[config.mk]
export PLATFORM = sky130hd
export DESIGN_NAME = fifo_wr_arbiter
export DESIGN_NICKNAME = d
export VERILOG_FILES = /design/src/rtl/fifo_wr_arbiter.sv
export SDC_FILE = /design/constraint.sdc
export NUM_CORES = 1
export LEC_CHECK = 0
export ABC_CLOCK_PERIOD_IN_PS = 3000
export CAP_MARGIN = 20
export CORE_MARGIN = 1.5
export CORE_UTILIZATION = 40
export DETAILED_ROUTE_END_ITERATION = 7
export PLACE_DENSITY = 0.85
export SYNTH_ARGS = -nofsm -noshare
export SYNTH_HDL_FRONTEND = slang
export SYNTH_SLANG_ARGS = --single-unit
[constraint.sdc]
create_clock -name wclk -period 3 [get_ports wclk]
set_clock_uncertainty 0.1 [all_clocks]
set_input_delay 0.6 -clock wclk [delete_from_list [all_inputs] [get_ports wclk]]
set_output_delay 0.6 -clock wclk [all_outputs]
set_load 0.03 [all_outputs]
[src/rtl/fifo_wr_arbiter.sv]
// fifo_wr_arbiter: round-robin arbiter sharing the async FIFO write port among NREQ producers.
// Define FIFO_ARB_BURST_EN to hold each grant for up to MAX_BURST consecutive beats.
module fifo_wr_arbiter #(
    parameter int NREQ      = 4,
    parameter int DSIZE     = 8,
    parameter int MAX_BURST = 4,
    localparam int IDW      = $clog2(NREQ)
) (
    input  logic                  wclk,
    input  logic                  wrst_n,
    input  logic [NREQ-1:0]       req_valid,
    input  logic [NREQ*DSIZE-1:0] req_data,
    output logic [NREQ-1:0]       req_ready,
    output logic [DSIZE-1:0]      wdata,
    output logic                  winc,
    input  logic                  wfull,
    output logic [IDW-1:0]        grant_id,
    output logic                  grant_vld,
    output logic [15:0]           wr_count
);
    if (NREQ < 2 || MAX_BURST < 1) begin : g_param_check
        $error("fifo_wr_arbiter: NREQ must be >= 2 and MAX_BURST >= 1");
    end

    logic [IDW-1:0] ptr_q, ptr_d, rr_sel, sel;
    logic           found, accept;
    logic [15:0]    wr_count_q;

    // First valid requester after the last served one, wrapping modulo NREQ
    always_comb begin
        rr_sel = ptr_q;
        found  = 1'b0;
        for (int k = 1; k <= NREQ; k++) begin
            if (!found && req_valid[(int'(ptr_q) + k) % NREQ]) begin
                rr_sel = IDW'((int'(ptr_q) + k) % NREQ);
                found  = 1'b1;
            end
        end
    end

    assign grant_vld = |req_valid;
    assign grant_id  = grant_vld ? sel : '0;
    assign accept    = wrst_n & grant_vld & req_valid[sel] & ~wfull;
    assign winc      = accept;
    assign wr_count  = wr_count_q;

    always_comb begin
        wdata     = '0;
        req_ready = '0;
        for (int i = 0; i < NREQ; i++) begin
            if (sel == i[IDW-1:0]) begin
                wdata        = req_data[i*DSIZE +: DSIZE];
                req_ready[i] = wrst_n & ~wfull & grant_vld;
            end
        end
    end

`ifdef FIFO_ARB_BURST_EN
    localparam int BW = $clog2(MAX_BURST + 1);
    typedef enum logic {IDLE, BURST} state_t;
    state_t         state_q, state_d;
    logic [IDW-1:0] owner_q, owner_d;
    logic [BW-1:0]  beat_cnt_q, beat_cnt_d;

    assign sel = (state_q == BURST) ? owner_q : rr_sel;

    always_comb begin
        state_d    = state_q;
        owner_d    = owner_q;
        beat_cnt_d = beat_cnt_q;
        ptr_d      = ptr_q;
        if (state_q == IDLE) begin
            if (accept && MAX_BURST > 1) begin
                state_d    = BURST;
                owner_d    = sel;
                beat_cnt_d = BW'(1);
            end else if (accept) begin
                ptr_d = sel;
            end
        end else if (!req_valid[owner_q]) begin
            // Owner went quiet: give up the grant, costing one idle cycle
            state_d = IDLE;
            ptr_d   = owner_q;
        end else if (accept) begin
            beat_cnt_d = beat_cnt_q + BW'(1);
            if (int'(beat_cnt_q) + 1 == MAX_BURST) begin
                state_d = IDLE;
                ptr_d   = owner_q;
            end
        end
    end

    always_ff @(posedge wclk or negedge wrst_n) begin
        if (!wrst_n) begin
            state_q    <= IDLE;
            owner_q    <= '0;
            beat_cnt_q <= '0;
        end else begin
            state_q    <= state_d;
            owner_q    <= owner_d;
            beat_cnt_q <= beat_cnt_d;
        end
    end
`else
    assign sel   = rr_sel;
    assign ptr_d = accept ? sel : ptr_q;
`endif

    always_ff @(posedge wclk or negedge wrst_n) begin
        if (!wrst_n) begin
            ptr_q      <= IDW'(NREQ - 1);
            wr_count_q <= '0;
        end else begin
            ptr_q      <= ptr_d;
            wr_count_q <= wr_count_q + 16'(accept);
        end
    end
endmodule

==> results of run 1 <==
per-layer routing:
metal | share of wire | up-vias | global-route usage
met4 | 0.035 | 0 | 0.106
met3 | 0.039 | 13 | 0.0454
met2 | 0.56 | 46 | 0.433
li1 | - | 584 | -
met1 | 0.37 | 609 | 0.278
met5 | 0 | - | 0
power groups by stage:
| stage | logic, mW | clock network, mW | registers (mW) |
|---|---|---|---|
| global route | 1.14 | 0.163 | 0.376 |
| global placement | 0.914 | 0 | 0.366 |
| floorplan | 0.536 | 0 | 0.420 |
| detailed placement | 0.934 | 0 | 0.371 |
| CTS | 1.06 | 0.150 | 0.367 |
| finish | 1.08 | 0.147 | 0.370 |
synth_stat cells (all sizes together), types with 3 or more instances:
library cell	number	area, um2
nand3	7	35.0
ha	3	37.5
xnor2	11	96.3
buf	6	35.0
mux2i	12	120
nor2	8	30.0
dfrtp	16	400
a22oi	8	100
a21oi	9	45.0
nand2b	8	50.1
nand2	7	26.3
xor2	3	26.3
inv	4	15.0
stage by stage:
stage / std cells / setup TNS (ns)
floorplan: 119 / 0
global placement: 223 / -3.99
detailed placement: 223 / -4.78
CTS: 232 / -0.0360
global route: 233 / 0
finish: 233 / 0
flip-flops by register name, summed over array words and instances (netlist names):
register and flops:
wr_count 16, ptr_q 2
final cells by class:
| type | count | share of cell area |
|---|---|---|
| Tap cell | 31 | 0.0186 |
| Sequential cell | 18 | 0.217 |
| Inverter | 4 | 0.00719 |
| Timing Repair Buffer | 85 | 0.405 |
| Clock buffer | 4 | 0.0174 |
| Multi-Input combinational cell | 91 | 0.335 |
how the worst max path moves through the flow:
stage                         start      endpoint  slack [ns]  depth (start not counted)
6_report       ptr_q[1]$_DFFE_PN1P_      wdata[0]        0.09                          7
5_1_grt        ptr_q[1]$_DFFE_PN1P_      wdata[0]        0.03                          7
4_1_cts                req_valid[3]      wdata[6]       -0.01                          8
3_5_place_dp           req_valid[3]      wdata[1]       -0.47                          6
3_3_place_gp           req_valid[3]      wdata[1]       -0.37                          6
2_1_floorplan          req_valid[1]  req_ready[3]        0.13                          3
layout by cell type, fill, tap and decap left out, drive strengths merged, types with 8 or more instances in the layout:
cell / netlist / routed
dfrtp: 16 / 16
mux2i: 12 / 12
xnor2: 11 / 11
clkdlybuf4s50: 0 / 52
buf: 6 / 29
nand2b: 8 / 8
a21oi: 9 / 9
nor2: 8 / 8
a22oi: 8 / 8
what timing repair did:
action | 4_1_cts | 5_1_grt
setup buffers | 4 | 1
hold buffers | 0 | 0
pin swaps | 4 | 1
gates resized for setup | 5 | 5
setup endpoints to repair | 14 | 11
gates cloned | 1 | 0
kinds of logic after synthesis:
logic type,Yosys count,share of synthesized area
compound gates,20,0.148
xor+xnor,14,0.104
fa+ha+maj,3,0.0317
buf+inv,10,0.0423
flops,18,0.383
mux,12,0.102
simple gates,42,0.189
==> metrics.txt, run 1 <==
# TYPE chip_impl_metric gauge
chip_impl_metric{name="antennaDiodeCount",unit=""} 0
chip_impl_info{name="crit-reg2reg-capture",value="ptr_q[0]$_DFFE_PN1P_"} 1
chip_impl_metric{name="dpl_cell_area",unit="mm2"} 0.00193
chip_impl_metric{name="critical_path_peak_fanout",unit=""} 14
chip_impl_metric{name="setup_violations",unit=""} 0
chip_impl_metric{name="power_frac_seq",unit=""} 0.231
chip_impl_metric{name="switchingPower",unit="uW"} 695
chip_impl_info{name="slowest_stage",value="sky130_fd_sc_hd__dfstp_2"} 1
chip_impl_metric{name="chipWidth",unit="um"} 57.4
chip_impl_metric{name="dp_slack",unit="ns"} -0.473
chip_impl_metric{name="count_of_flip_flops_with_a_built_in_enable_after_synthesis",unit=""} 0
chip_impl_metric{name="buffer_ports.inserted",unit=""} 70
chip_impl_metric{name="pin_count_of_the_biggest_net_entering_global_routing",unit=""} 19
chip_impl_metric{name="syn-mean-instance-area",unit="um2"} 9.94
chip_impl_metric{name="dr.first_iter.drc_count",unit=""} 34
chip_impl_metric{name="final_layout_size_suffix_gt1_frac",unit=""} 0.228
chip_impl_info{name="endpoint_kind",value="primary output"} 1
chip_impl_metric{name="final_util",unit=""} 0.751
chip_impl_metric{name="ant_nets",unit=""} 0
chip_impl_metric{name="synth-warning-count",unit=""} 0
chip_impl_metric{name="grt_pass1_wl",unit="um"} 6060
chip_impl_metric{name="detailedPlacementHpwl",unit="um"} 2730
chip_impl_info{name="outcome",value="completed"} 1
chip_impl_info{name="crit_path_cell_trace",value="mux2i_1 > a222oi_1 > buf_4 > buf_12 > mux2i_1 > a22oi_2 > buf_4"} 1
chip_impl_metric{name="maxSlewViolCount",unit=""} 0
chip_impl_metric{name="drc",unit=""} 0
chip_impl_metric{name="wp_data_arrival",unit="ns"} 2.21
chip_impl_metric{name="finalWirelength",unit="um"} 3680
chip_impl_metric{name="synthesized_flop_and_latch_total",unit=""} 18
chip_impl_metric{name="maxCapViolations",unit=""} 0
chip_impl_metric{name="worst_slew_pin_slew",unit="ns"} 0.438
chip_impl_metric{name="grt_antenna_before_repair",unit=""} 0
chip_impl_metric{name="clock_latency_late_sink",unit="ns"} 0.30
chip_impl_metric{name="combPwrFrac",unit=""} 0.676
chip_impl_metric{name="ioPinCount",unit=""} 71
chip_impl_metric{name="min_delay_path_depth",unit=""} 1
chip_impl_metric{name="synth_fp_nets",unit=""} 161
chip_impl_metric{name="ff2ff_path_depth",unit=""} 7
chip_impl_metric{name="timing.slew.headroom",unit=""} 0.706
chip_impl_metric{name="cpPeakStageDelay",unit="ns"} 0.63
chip_impl_metric{name="clock-sinks",unit=""} 18
chip_impl_metric{name="syn-instance-count",unit=""} 119
chip_impl_info{name="grt_setup_unrepaired",value="false"} 1
chip_impl_metric{name="design_power_total",unit="mW"} 1.60
chip_impl_metric{name="power_frac_clock",unit=""} 0.092
chip_impl_metric{name="mappedNetlistArea",unit="mm2"} 0.00118
chip_impl_metric{name="vias",unit=""} 1252
chip_impl_metric{name="timing.final.hold_violations",unit=""} 0
chip_impl_info{name="class_of_the_worst_hold_path",value="reg -> reg"} 1
chip_impl_metric{name="cts-root-to-sink-buffers",unit=""} 2
chip_impl_metric{name="iteration_count_of_the_initial_detailed_routing_pass",unit=""} 6
chip_impl_metric{name="clk_pin_slew",unit="ns"} 0.10
chip_impl_metric{name="period_minus_slack",unit="ns"} 2.91
chip_impl_metric{name="power-per-cell-area",unit="mW/mm2"} 765
chip_impl_metric{name="seq_total_area_yosys",unit=""} 0.383
chip_impl_metric{name="proportion_of_register_bits_with_asynchronous_set_or_reset_after_synthesis",unit=""} 1.00
chip_impl_metric{name="floorplan.core_area",unit="mm2"} 0.00278
chip_impl_metric{name="layout.nets",unit=""} 245
chip_impl_metric{name="drt-vias-per-instance",unit=""} 5.37
chip_impl_metric{name="placement_rows",unit=""} 19
chip_impl_info{name="cts_root_buf",value="sky130_fd_sc_hd__clkbuf_4"} 1
chip_impl_metric{name="layout_setup_ws",unit="ns"} 0.0898
chip_impl_metric{name="yosys.cell_types.count",unit=""} 27
chip_impl_metric{name="max-vdd-ir-drop",unit="V"} 0.000726
chip_impl_info{name="timing.critical_path.from_type",value="register"} 1
chip_impl_info{name="worstHoldEndpoint",value="wr_count[15]$_DFF_PN0_"} 1
chip_impl_info{name="reg2reg_from",value="ptr_q[1]$_DFFE_PN1P_"} 1
chip_impl_info{name="critical-path-top-delay-family",value="flip-flops"} 1
chip_impl_metric{name="p_sw_frac",unit=""} 0.435
chip_impl_metric{name="flow.area_growth_from_synthesis",unit="%"} 76.7
chip_impl_info{name="category_of_the_most_critical_setup_path",value="reg -> out"} 1
chip_impl_metric{name="floorplan.initialDensity",unit=""} 0.425
chip_impl_metric{name="power.internal",unit="uW"} 904
chip_impl_metric{name="first_global_vias",unit=""} 1334
chip_impl_metric{name="clock.fmax",unit="GHz"} 0.344
chip_impl_info{name="main_flop_type_after_synthesis",value="sky130_fd_sc_hd__dfrtp_1"} 1
chip_impl_info{name="hold_path.startpoint",value="wr_count[15]$_DFF_PN0_"} 1
chip_impl_metric{name="drt-wirelength-per-cell",unit="um"} 15.8
chip_impl_metric{name="multi_input_gate_area_in_the_final_layout",unit="um2"} 701
chip_impl_metric{name="timing.final.crit_share",unit=""} 0.970
chip_impl_metric{name="p_leak",unit="nW"} 0.926
chip_impl_metric{name="global_route.usage.total",unit=""} 0.242
chip_impl_info{name="tritoncts_clock_tree",value="done"} 1
chip_impl_metric{name="gp_routability_congestion",unit=""} 0.798
chip_impl_metric{name="sequential_cell_area",unit="um2"} 453
chip_impl_metric{name="vert_die_dim",unit="um"} 57.4
chip_impl_metric{name="cts_inserted_buffers",unit=""} 3
chip_impl_metric{name="grt.overflow.total",unit=""} 0
chip_impl_metric{name="cts-htree-levels",unit=""} 1
chip_impl_metric{name="timing.hold.ws",unit="ns"} 0.418
chip_impl_metric{name="crit_required",unit="ns"} 2.30
chip_impl_metric{name="die_area",unit="mm2"} 0.00329
chip_impl_metric{name="cp.buffers_inverters",unit=""} 3
chip_impl_metric{name="reg2reg_setup_slack",unit="ns"} 1.19
chip_impl_metric{name="filler_cell_count",unit=""} 216
chip_impl_metric{name="final_cell_area",unit="mm2"} 0.00209
No activity file was read; power rests on OpenSTA's default activity.
==> inputs of run 2 (changes only) <==
--- a/config.mk
+++ b/config.mk
@@ -11,6 +11,7 @@
 export CORE_UTILIZATION = 40
 export DETAILED_ROUTE_END_ITERATION = 7
 export PLACE_DENSITY = 0.85
+export SKIP_LAST_GASP = 1
 export SYNTH_ARGS = -nofsm -noshare
 export SYNTH_HDL_FRONTEND = slang
 export SYNTH_SLANG_ARGS = --single-unit
==> results of run 2 <==
The final DEF is identical to that of run 1; final timing and power are the same.
